===== src/rtl/mario_pkg.sv =====
// Shared definitions for the player movement slice: jump state encoding and
// bit positions inside the update_pos_scroll request vector.
package mario_pkg;

    typedef enum logic [1:0] {
        GROUND = 2'd0,
        RISE   = 2'd1,
        FALL   = 2'd2
    } move_state_t;

    // Request vector bit positions
    localparam int UPS_UP    = 3;
    localparam int UPS_DOWN  = 2;
    localparam int UPS_LEFT  = 1;
    localparam int UPS_RIGHT = 0;

    // Button slots used by the synchronizer bank in move_ctrl
    localparam int BTN_LEFT  = 0;
    localparam int BTN_RIGHT = 1;
    localparam int BTN_JUMP  = 2;

endpackage


===== src/rtl/btn_sync.sv =====
// Two-flop synchronizer for an asynchronous button level, with an optional
// rising-edge pulse taken from the synchronized level (EDGE_EN=1).
// With EDGE_EN=0 the btn_rise output is tied low.
module btn_sync
    import mario_pkg::*;
#(
    parameter bit EDGE_EN = 1'b0
) (
    input  logic clk,
    input  logic rst,
    input  logic btn_async,
    output logic btn_lvl,
    output logic btn_rise
);

    logic [1:0] sync_q;
    logic [1:0] sync_d;

    // Shift the raw level through the two synchronizer stages
    always_comb begin
        sync_d = {sync_q[0], btn_async};
    end

    // Synchronizer flops
    always_ff @(posedge clk or posedge rst) begin
        if (rst) begin
            sync_q <= '0;
        end else begin
            sync_q <= sync_d;
        end
    end

    assign btn_lvl = sync_q[1];

    generate
        if (EDGE_EN) begin : g_edge
            logic prev_q;
            logic prev_d;

            // Remember the previous synchronized level for edge detection
            always_comb begin
                prev_d = sync_q[1];
            end

            // Previous-level flop
            always_ff @(posedge clk or posedge rst) begin
                if (rst) begin
                    prev_q <= 1'b0;
                end else begin
                    prev_q <= prev_d;
                end
            end

            assign btn_rise = sync_q[1] & ~prev_q;
        end else begin : g_no_edge
            assign btn_rise = 1'b0;
        end
    endgenerate

endmodule


===== src/rtl/move_ctrl.sv =====
// Player movement controller: tick divider, GROUND/RISE/FALL jump state
// machine and a two-slot serializer that puts the vertical request at T+1
// and the horizontal request at T+2 after each tick cycle T, so at most one
// request bit is ever set.
// Optional feature macro: MOVE_VAR_JUMP_EN (releasing jump during RISE
// ends the rise at the next tick, giving a variable jump height).
module move_ctrl
    import mario_pkg::*;
#(
    parameter int TICK_DIV = 500000,
    parameter int JUMP_H   = 16
) (
    input  logic       sys_clk,
    input  logic       rst,
    input  logic       btn_left,
    input  logic       btn_right,
    input  logic       btn_jump,
    input  logic       on_ground,
    output logic [3:0] update_pos_scroll,
    output logic       jump,
    output logic       fall
);

    localparam int TW = (TICK_DIV > 1) ? $clog2(TICK_DIV) : 1;
    localparam int RW = $clog2(JUMP_H + 1);
    localparam logic [TW-1:0] TICK_LAST = TW'(TICK_DIV - 1);
    localparam logic [RW-1:0] RISE_LAST = RW'(JUMP_H - 1);

    // ---------------- button synchronizers ----------------
    logic [2:0] btn_async;
    logic [2:0] btn_lvl;
    logic [2:0] btn_rise;

    assign btn_async[BTN_LEFT]  = btn_left;
    assign btn_async[BTN_RIGHT] = btn_right;
    assign btn_async[BTN_JUMP]  = btn_jump;

    generate
        for (genvar gi = 0; gi < 3; gi++) begin : g_btn
            btn_sync #(
                .EDGE_EN (gi == BTN_JUMP)
            ) u_sync (
                .clk       (sys_clk),
                .rst       (rst),
                .btn_async (btn_async[gi]),
                .btn_lvl   (btn_lvl[gi]),
                .btn_rise  (btn_rise[gi])
            );
        end
    endgenerate

    // Only the jump instance has edge detection enabled, so the OR of all
    // edge outputs is exactly the jump rising edge.
    logic jump_edge;
    assign jump_edge = |btn_rise;

`ifndef MOVE_VAR_JUMP_EN
    // The jump level only matters for variable-height jumps.
    logic jump_lvl_unused;
    assign jump_lvl_unused = btn_lvl[BTN_JUMP];
`endif

    // ---------------- state ----------------
    logic [TW-1:0] tick_cnt_q, tick_cnt_d;
    logic [RW-1:0] rise_cnt_q, rise_cnt_d;
    move_state_t   state_q, state_d;
    logic          jump_req_q, jump_req_d;
    logic [1:0]    h_pend_q, h_pend_d;
    logic [3:0]    ups_q, ups_d;
    logic          jump_q, jump_d;
    logic          fall_q, fall_d;
    logic          tick;

    // Next-state logic for divider, jump latch, state machine and slots
    always_comb begin
        tick       = (tick_cnt_q == TICK_LAST);
        tick_cnt_d = tick ? '0 : tick_cnt_q + 1'b1;

        // A jump edge seen in the tick cycle itself survives into the next
        // tick window; anything older is dropped at the tick.
        jump_req_d = tick ? jump_edge : (jump_req_q | jump_edge);

        state_d    = state_q;
        rise_cnt_d = rise_cnt_q;
        ups_d      = '0;
        h_pend_d   = '0;

        if (tick) begin
            case (state_q)
                GROUND: begin
                    if (jump_req_q && on_ground) begin
                        state_d    = RISE;
                        rise_cnt_d = '0;
                    end else if (!on_ground) begin
                        state_d = FALL;
                    end
                end
                RISE: begin
`ifdef MOVE_VAR_JUMP_EN
                    if (!btn_lvl[BTN_JUMP]) begin
                        state_d = FALL;
                    end else
`endif
                    begin
                        ups_d[UPS_UP] = 1'b1;
                        rise_cnt_d    = rise_cnt_q + 1'b1;
                        if (rise_cnt_q == RISE_LAST) begin
                            state_d = FALL;
                        end
                    end
                end
                FALL: begin
                    if (on_ground) begin
                        state_d = GROUND;
                    end else begin
                        ups_d[UPS_DOWN] = 1'b1;
                    end
                end
                default: state_d = GROUND;
            endcase

            // Horizontal step is captured now and emitted one cycle later
            h_pend_d[UPS_LEFT]  = btn_lvl[BTN_LEFT] & ~btn_lvl[BTN_RIGHT];
            h_pend_d[UPS_RIGHT] = btn_lvl[BTN_RIGHT] & ~btn_lvl[BTN_LEFT];
        end else begin
            // h_pend_q is non-zero only in the cycle right after a tick
            ups_d[UPS_LEFT]  = h_pend_q[UPS_LEFT];
            ups_d[UPS_RIGHT] = h_pend_q[UPS_RIGHT];
        end

        jump_d = (state_d == RISE);
        fall_d = (state_d == FALL);
    end

    // All registered state and outputs
    always_ff @(posedge sys_clk or posedge rst) begin
        if (rst) begin
            tick_cnt_q <= '0;
            rise_cnt_q <= '0;
            state_q    <= GROUND;
            jump_req_q <= 1'b0;
            h_pend_q   <= '0;
            ups_q      <= '0;
            jump_q     <= 1'b0;
            fall_q     <= 1'b0;
        end else begin
            tick_cnt_q <= tick_cnt_d;
            rise_cnt_q <= rise_cnt_d;
            state_q    <= state_d;
            jump_req_q <= jump_req_d;
            h_pend_q   <= h_pend_d;
            ups_q      <= ups_d;
            jump_q     <= jump_d;
            fall_q     <= fall_d;
        end
    end

    assign update_pos_scroll = ups_q;
    assign jump              = jump_q;
    assign fall              = fall_q;

endmodule


===== config.mk =====
export PLATFORM = sky130hd
export DESIGN_NAME = move_ctrl
export DESIGN_NICKNAME = d
export VERILOG_FILES = /design/src/rtl/mario_pkg.sv /design/src/rtl/btn_sync.sv /design/src/rtl/move_ctrl.sv
export SDC_FILE = /design/constraint.sdc
export NUM_CORES = 1
export LEC_CHECK = 0
export ABC_AREA = 0
export CAP_MARGIN = 20
export CORE_AREA = 2 2 116 62
export DETAILED_ROUTE_END_ITERATION = 10
export DIE_AREA = 0 0 118 64
export MAX_ROUTING_LAYER = met4
export SYNTH_ARGS = -nofsm -noshare
export SYNTH_HDL_FRONTEND = slang
export SYNTH_HIERARCHICAL = 1
export SYNTH_SLANG_ARGS = --single-unit

===== constraint.sdc =====
create_clock -name sys_clk -period 3.4 [get_ports sys_clk]
set_input_delay 0.34 -clock sys_clk [delete_from_list [all_inputs] [get_ports sys_clk]]
set_output_delay 0.34 -clock sys_clk [all_outputs]
set_load 0.005 [all_outputs]

# After elaboration in Yosys (flattened, before gate mapping)
# Cells that the tools add are included.
dict set report op_classes {
  addsub 2
  eq_ne 7
  mux 16
  n_bitwise 7
  reduce_logical 4
}
# cell n
set ops {}
lappend ops {{$add A19 B1 Y19 const B} 1}
lappend ops {{$eq A19 B19 Y1 const B} 1}
lappend ops {{$mux W19} 1}
lappend ops {{$mux W2} 8}
lappend ops {{$pmux W5 S2} 1}
lappend ops {{$pmux W2 S3} 1}
lappend ops {{$add A5 B1 Y5 const B} 1}
lappend ops {{$eq A5 B4 Y1 const B} 1}
lappend ops {{$mux W5} 1}
lappend ops {{$eq A2 B1 Y1 const B} 2}
lappend ops {{$eq A2 B2 Y1 const B} 2}
lappend ops {{$mux W1} 4}
lappend ops {{$and A1 B1 Y1} 3}
lappend ops {{$not A1 Y1} 3}
lappend ops {{$reduce_and A3 Y1} 1}
lappend ops {{$logic_not A2 Y1} 1}
lappend ops {{$ne A2 B2 Y1 const B} 1}
lappend ops {{$reduce_bool A2 Y1} 1}
lappend ops {{$logic_and A1 B1 Y1} 1}
lappend ops {{$or A1 B1 Y1} 1}
dict set report word_totals {
  register_bits 42
  in_bits 6
  out_inout_bits 6
  elab_cells 48
}

# Depth between registers and ports, before layout
# Gate-level depths: netlist of run 1.
dict set report logic_depth {
  depth_word 5
  ltp_mapped 6
  depth_no_buf 6
}

# Modules after synthesis
# Netlist of run 1, hierarchy kept.
# mod instances cells_each area_each_um2 seq_area_each_um2
set by_module_without_submodules {}
lappend by_module_without_submodules {move_ctrl 1 146 1664.1 875.8}
lappend by_module_without_submodules {{btn_sync (g_btn[0].u_sync ...)} 2 5 65.1 50.0}
lappend by_module_without_submodules {{btn_sync (g_btn[2].u_sync)} 1 5 92.6 75.1}

# Worst setup path before layout of run 1
# No wires, ideal clock.
dict set report synth_timing {
  path_kind {register to register}
  startpoint {register tick_cnt_q[0]}
  endpoint {register tick_cnt_q[16]}
  setup_ns 0.077
  arrival_time_ns 1.829
  required_time_ns 3.323
  slack_ns 1.494
  path_stages_with_launch 6
  n_path_buf 0
  synth_period_minus_slack_ns 1.906
  cell_sequence {dfrtp_1 > ha_1 > nand4_4 > or4_4 > or3_1 > a21oi_1}
}
dict set report synth_via {
  elab_chain_cells 2
  word_cells_on_any_way 3
  classes_between {1 x add/sub; 1 x eq/ne; 1 x mux}
}
# item line
set synth_rtl {}
lappend synth_rtl {{start, declared} move_ctrl.sv:64} ;# logic [TW-1:0] tick_cnt_q, tick_cnt_d;
lappend synth_rtl {{start signal, assigned} move_ctrl.sv:147} ;# tick_cnt_q <= tick_cnt_d;
lappend synth_rtl {{$add A19 B1 Y19 or $eq A19 B19 Y1 (tied branches)} {move_ctrl.sv:77, move_ctrl.sv:76}}
lappend synth_rtl {{$mux W19 *} move_ctrl.sv:77} ;# tick_cnt_d = tick ? '0 : tick_cnt_q + 1'b1;
lappend synth_rtl {{net tick_cnt_d[16]} move_ctrl.sv:64}
# The timed path passes the listed nets; every way through them passes the cells marked *.
# A chain may end at the register's enable or synchronous reset.

# Worst setup path after layout of run 1
# Ends and elaborated chain as after synthesis.

==> results of run 1 <==
[worst max-delay path: stages, from the launching register on]
cell	delay, ps
sky130_fd_sc_hd__dfrtp_1	410
sky130_fd_sc_hd__ha_1	320
sky130_fd_sc_hd__nand4_4	210
sky130_fd_sc_hd__or4_4	600
sky130_fd_sc_hd__or3_1	360
sky130_fd_sc_hd__a21oi_1	150
[registers in the layout, indices dropped and copies added, names as in the netlist]
signal                      count
update_pos_scroll               4
jump_req_q                      1
tick_cnt_q                     19
jump                            1
g_btn.u_sync/g_edge.prev_q      1
fall                            1
rise_cnt_q                      5
h_pend_q                        2
state_q                         2
g_btn.u_sync/sync_q             6
[cell usage in the layout, fill, tap and decap left out, drive strengths merged, types with 4 or more instances in the layout]
cell           count
xor2               4
nand4              9
and2               4
nand3              6
inv                7
nand2              6
nor2              12
clkdlybuf4s50     11
nor4               5
clkbuf             6
dfrtp             42
xnor2             10
[cell usage after synthesis (all sizes together), types with 2 or more instances]
cell type / number
a211o: 3
a21oi: 3
a22o: 2
and2: 4
and3: 3
and4: 3
buf: 4
conb: 2
dfrtp: 42
ha: 3
inv: 7
mux2: 2
mux2i: 2
nand2: 6
nand3: 6
nand3b: 3
nand4: 9
nor2: 12
nor2b: 2
nor3: 3
nor3b: 3
nor4: 5
o21ai: 2
o31ai: 2
or4: 2
xnor2: 10
xor2: 4
[logic make-up after synthesis]
logic type,after synthesis,share of synthesized area [%]
AOI/OAI and AO/OA,18,7.16
xor gates and xnor gates,14,6.50
adders and majority gates,3,1.99
buffers and inverters,12,2.85
DFF,42,55.7
muxes,4,2.25
other,2,0.398
and+or+nand+nor,66,23.1
[per-stage QoR]
step	hold slack, ps	std cells	power, uW
floorplan	81.2	161	526
global placement	333	260	535
detailed placement	335	260	536
CTS	300	267	1090
global route	319	267	1110
finish	302	267	1070
[final cells by class]
class / count / area, um^2 / area share (%)
timing repair buffer: 12 / 118 / 5.20
sequential: 42 / 1050 / 46.5
clock inverter: 1 / 30.0 / 1.33
inverter: 7 / 26.3 / 1.16
clock buffer: 6 / 139 / 6.14
tap: 92 / 115 / 5.09
multi-input combinational: 107 / 782 / 34.6
[report_power, final]
part           leakage (uW)  switching, uW  total [uW]  internal [uW]
registers          0.000541           1.69         506            504
logic              0.000371           12.4        19.8           7.37
clock network     0.0000829            185         547            362
total              0.000995            199        1070            874
[routing by layer]
layer / share of wire (%) / wire length (um) / global-route usage (%)
met4: 2.1 / 80 / 4.97
met2: 35 / 1310 / 13.2
met5: 0 / 0 / -
met3: 6.0 / 224 / 4.29
met1: 57 / 2130 / 18.0
[worst max-delay path by stage]
stage / slack (ps) / to
finish: 1270 / tick_cnt_q[16]
global route: 1140 / tick_cnt_q[16]
CTS: 1260 / tick_cnt_q[16]
detailed placement: 1300 / tick_cnt_q[16]
global placement: 1390 / tick_cnt_q[16]
floorplan: 1490 / tick_cnt_q[16]
==> metrics.log, run 1 <==
INFO  metric synth-warning-count = 6
INFO  metric grt_util_all_layers = 11.8%
INFO  metric worstReg2RegStart = tick_cnt_q[0]
INFO  metric min_path_type = in2async
INFO  metric unrepaired_setup_endpoints_after_global_routing = false
INFO  metric globalRouteOverflowTotal = 0
INFO  metric worst-slew-pin-transition = 695 ps
INFO  metric n_antenna_cell = 0
INFO  metric areaGrowthSynthToFinish = 19.8%
INFO  metric first_global_vias = 1222
INFO  metric fin_ws = 1270 ps
INFO  metric post-cts-setup-buffer-count = 0
INFO  metric floorplan.rows = 21
INFO  metric ys.flop_type = sky130_fd_sc_hd__dfrtp_1
INFO  metric netlist_area = 1890 um^2
INFO  metric worstPathRequired = 3610 ps
INFO  metric via_per_inst = 4.61
INFO  metric total_leakage_power = 0.000995 uW
INFO  metric pwr_density_cell = 474 nW/um^2
INFO  metric floorplan.core_area = 6490 um^2
INFO  metric cts_inserted_buffers = 5
INFO  metric postCtsHoldBufs = 0
INFO  metric die_y = 64 um
INFO  metric routed_wl = 3750 um
INFO  metric layout.cell_area.non_filler = 2260 um^2
INFO  metric worst-setup-path-type = reg2reg
INFO  metric starting_density_of_the_core = 29.1%
INFO  metric num_ports = 12
INFO  metric worst_ir_drop_vdd = 141 uV
INFO  metric num-nets-final = 184
INFO  metric worstRegToRegCells = 5
INFO  metric skew = 7.47 ps
INFO  metric critical_path_arrival = 2340 ps
INFO  metric final_min_period_over_clock_period = 62.5%
INFO  metric layout.filler_cells = 644
INFO  metric dp.final_hpwl = 2700 um
INFO  metric clock_tree.root_cell = sky130_fd_sc_hd__clkbuf_16
INFO  metric syn-instance-count = 161
INFO  metric end_kind = register
INFO  metric final-max-slew-violation-count = 0
INFO  metric firstDrtPassIters = 4
INFO  metric initial_antenna_violation_count = 0
INFO  metric post_synth_main_area_contributors = sky130_fd_sc_hd__dfrtp_1 (56%), sky130_fd_sc_hd__xnor2_1 (4.6%), sky130_fd_sc_hd__nand4_1 (2.3%)
INFO  metric r2r_slack = 1270 ps
INFO  metric synth.yosys.seq_area_share = 55.7%
INFO  metric reg2reg_to = tick_cnt_q[16]
INFO  metric post_synth_net_total = 170
INFO  metric area_fraction_of_the_dominant_cell_type_after_synthesis = 55.7%
INFO  metric ctsResizeCount = 0
INFO  metric floorplan.die_area = 7550 um^2
INFO  metric async_flop_share = 100%
INFO  metric worst_setup_path_startpoint = tick_cnt_q[0]
INFO  metric drc_errors = 0
INFO  metric layout_min_cycle_time = 2130 ps
INFO  metric worst_setup_hold_path_clk_slew = 60 ps
INFO  metric cts_sinks = 42
INFO  metric placement.io_buffers = 11
INFO  metric die_width = 118 um
INFO  metric status = finished clean
INFO  metric final_core_utilization = 34.8%
INFO  metric synth-edff-count = 0
INFO  metric seq_cells_post_synth = 42
INFO  metric final-setup-viol-count = 0
INFO  metric grt_first_pass_wirelength = 6510 um
INFO  metric final-hold-violation-count = 0
INFO  metric placement.setup.worst_slack = 1300 ps
INFO  metric critical_path_launch_point_type = register
INFO  metric route.detailed.wl_per_inst = 14.1 um
INFO  metric grt_max_degree = 19
INFO  metric later_pin_clock_latency_in_the_skew_report = 290 ps
INFO  metric clock_tree.buffer_depth = 2
INFO  metric post_route_cells_drive_above_1_share = 10.3%
INFO  metric drt_iter0_drc = 69
INFO  metric maxSlewHeadroom = 53.3%
INFO  metric gp_congestion = 0.801
INFO  metric syn-mean-instance-area = 11.7 um^2
INFO  metric netlist-cell-type-count = 46
INFO  metric synth_top_cell_by_area = sky130_fd_sc_hd__dfrtp_1
INFO  metric routed-via-count = 1231
INFO  metric worstPathMaxFanout = 9
INFO  metric final_antenna_net_count = 0
INFO  metric htreeDepth = 2
INFO  metric setup_tns = 0 ps
INFO  metric placed_cell_area = 2090 um^2
INFO  metric cts_tree = done
INFO  metric timing.fmax = 470 MHz
INFO  metric maxCapViolCount = 0
No activity file was read; power rests on OpenSTA's default activity.
==> run 2: changes to the inputs <==
- clock period: 3.4 -> 1.9 ns (I/O delays scaled with it)
==> metrics.log, run 2 (synthesis gave the netlist of run 1 again) <==
INFO  metric route.detailed.wl_per_inst = 13.4 um (-4.6%)
INFO  metric worstReg2RegStart = tick_cnt_q[6]
INFO  metric floorplan.rows = 21 (unchanged)
INFO  metric gp_congestion = 0.825 (+2.9%)
INFO  metric floorplan.die_area = 7550 um^2 (unchanged)
INFO  metric drc_errors = 0 (unchanged)
INFO  metric power.switching = 377 uW (+90%)
INFO  metric die_width = 118 um (unchanged)
INFO  metric worst-setup-path-type = reg2reg
INFO  metric min_path_type = in2async
INFO  metric clock_tree.root_cell = sky130_fd_sc_hd__clkbuf_16
INFO  metric pwr_density_cell = 745 nW/um^2 (+57%)
INFO  metric top_regs = tick_cnt_q: 19 flops, g_btn.u_sync/sync_q: 6 flops, rise_cnt_q: 5 flops
INFO  metric grt_util_all_layers = 12.1% (+0.29 points)
INFO  metric first_global_vias = 1297 (+6.1%)
INFO  metric total_leakage_power = 0.00110 uW (+11%)
INFO  metric globalRouteOverflowTotal = 0 (unchanged)
INFO  metric critical-path-top-delay-family = simple AND/OR/NAND/NOR gates
INFO  metric final_core_utilization = 37.5% (+2.7 points)
INFO  metric num-nets-final = 209 (+14%)
INFO  metric floorplan.core_area = 6490 um^2 (unchanged)
INFO  metric cts_inserted_buffers = 5 (unchanged)
INFO  metric worst_setup_hold_path_clk_slew = 60 ps (about the same)
INFO  metric later_pin_clock_latency_in_the_skew_report = 290 ps (about the same)
INFO  metric starting_density_of_the_core = 29.1% (unchanged)
INFO  metric via_per_inst = 4.53 (-1.8%)
INFO  metric layout.cell_area.non_filler = 2430 um^2 (+7.7%)
INFO  metric worstPathCellList = nor4_4 -> nand4_2 -> or4_4 -> a211o_1
INFO  metric routed_wl = 3930 um (+4.7%)
INFO  metric layout_min_cycle_time = 1890 ps (-237 ps)
INFO  metric firstDrtPassIters = 4 (unchanged)
INFO  metric critPathBufInv = 0 (unchanged)
INFO  metric maxCapViolCount = 0 (unchanged)
INFO  metric drt_iter0_drc = 33 (-52%)
INFO  metric post_layout_nonfiller_instances = 293 (+9.7%)
INFO  metric placed_cell_area = 2270 um^2 (+8.4%)
INFO  metric critical_path_depth = 4 (-1)
INFO  metric worstPathMaxFanout = 5 (-4)
INFO  metric placement.io_buffers = 11 (unchanged)
INFO  metric final_min_period_over_clock_period = 99.4% (+37 points)
INFO  metric power.share.switching = 20.8% (+2.2 points)
INFO  metric flip_flop_count_of_the_largest_register_after_layout = 19 (unchanged)
INFO  metric register_with_the_most_flip_flops = tick_cnt_q
INFO  metric critical_path_launch_point_type = register
INFO  metric mostFrequentLayoutCells = sky130_fd_sc_hd__dfrtp_1 (41), sky130_fd_sc_hd__buf_4 (26), sky130_fd_sc_hd__nor2_1 (11), sky130_fd_sc_hd__clkdlybuf4s50_1 (11), sky130_fd_sc_hd__xnor2_1 (10)
INFO  metric end_kind = register
INFO  metric cts_sinks = 42 (unchanged)
INFO  metric crit_slowest_cell = sky130_fd_sc_hd__or4_4
INFO  metric power_report.internal_total = 1440 uW (+64%)
INFO  metric worstPathRequired = 2070 ps (-1540 ps)
INFO  metric unrepaired_setup_endpoints_after_global_routing = true
INFO  metric initial_antenna_violation_count = 0 (unchanged)
INFO  metric die_y = 64 um (unchanged)
INFO  metric final_antenna_net_count = 0 (unchanged)
INFO  metric skew = 4.09 ps (-3.38 ps)
INFO  metric grt_max_degree = 36 (+17)
INFO  metric timing.fmax = 529 MHz (+13%)
INFO  metric finalPower = 1810 uW (+69%)
INFO  metric final-max-slew-violation-count = 0 (unchanged)
INFO  metric layout.cells.most_common = sky130_fd_sc_hd__dfrtp_1
INFO  metric areaGrowthSynthToFinish = 29.0%
INFO  metric cts_tree = done
INFO  metric num_ports = 12 (unchanged)
INFO  metric worstRegToRegCells = 4 (-1)
INFO  metric cp_slowest_stage_delay = 560 ps (-40 ps)
INFO  metric postCtsHoldBufs = 0 (unchanged)
INFO  metric dp.final_hpwl = 2840 um (+5.4%)
INFO  metric n_antenna_cell = 0 (unchanged)
INFO  metric htreeDepth = 2 (unchanged)
INFO  metric post_route_cells_drive_above_1_share = 22.9% (+13 points)
INFO  metric worst_ir_drop_vdd = 284 uV (+100%)
INFO  metric final-setup-viol-count = 0 (unchanged)
INFO  metric grt_first_pass_wirelength = 6620 um (+1.8%)
INFO  metric portion_of_total_power_attributed_to_sequential_cells = 49.9% (+2.7 points)
INFO  metric clock_tree.buffer_depth = 2 (unchanged)
INFO  metric final-hold-violation-count = 0 (unchanged)
INFO  metric worst_setup_path_startpoint = tick_cnt_q[6]
INFO  metric status = finished clean
INFO  metric power.share.clock = 48.0% (-3.0 points)
INFO  metric critical_path_arrival = 2060 ps (-280 ps)
INFO  metric routed-via-count = 1327 (+7.8%)
INFO  metric place.detailed.instances = 283 (+8.8%)
INFO  metric power.share.combinational = 2.0% (+0.2 points)
==> run 2: path summary, 6_finish.rpt <==
check	end	slack, ps
max	rise_cnt_q[3]	10
min reg2reg	g_btn[1].u_sync/sync_q[1]	350
min in group sys_clk	g_btn[0].u_sync/sync_q[0]	340
min	g_btn[1].u_sync/sync_q[1]	150
max reg2reg	rise_cnt_q[3]	10
max in group asynchronous	tick_cnt_q[7]	1150
==> run 2: stage by stage <==
| step | hold slack, ps | setup TNS (ps) | worst slack [ps] |
|---|---|---|---|
| 6_report | 148 | 0 | 11.0 |
| 3_5_place_dp | 340 | 0 | 2.08 |
| 5_1_grt | 173 | -104 | -48.6 |
| 3_3_place_gp | 336 | 0 | 11.8 |
| 2_1_floorplan | -68.8 | 0 | 24.1 |
| 4_1_cts | 151 | 0 | 0.280 |
==> run 2: worst register-to-register path, cell delays in order (launching register included) <==
cell,delay (ps)
sky130_fd_sc_hd__dfrtp_1,410
sky130_fd_sc_hd__nor4_4,330
sky130_fd_sc_hd__nand4_2,160
sky130_fd_sc_hd__or4_4,560
sky130_fd_sc_hd__a211o_1,310
==> run 2: repair_timing <==
item / CTS / global route
resized for setup: 1 / 0
setup buffers: 2 / 0
endpoints found under the setup margin: 2 / 3
==> run 2: cell type report <==
class | instances | area [um^2]
flip-flops and latches | 42 | 1050
clock buffers | 6 | 139
fillers | 651 | 4060
well taps | 92 | 115
repair buffers | 37 | 305
multi-input cells | 107 | 785
clock inverters | 2 | 12.5
inverters | 7 | 26.3
==> run 2: power groups by stage <==
| stage | Combinational (uW) | Sequential, uW | Clock [uW] |
|---|---|---|---|
| after floorplan | 19.6 | 921 | 0 |
| after global placement | 37.7 | 922 | 0 |
| after detailed placement | 38.4 | 922 | 0 |
| final | 36.7 | 905 | 871 |
| after CTS | 38.5 | 905 | 904 |
| after global routing | 42.1 | 905 | 944 |
==> run 2: metal layers <==
layer | vias up | GRT usage, % | routed length, um
li1 | 653 | - | -
met1 | 657 | 16.8 | 2190
met2 | 13 | 15.6 | 1550
met3 | 4 | 4.82 | 120
met4 | 0 | 4.52 | 65
met5 | - | - | 0
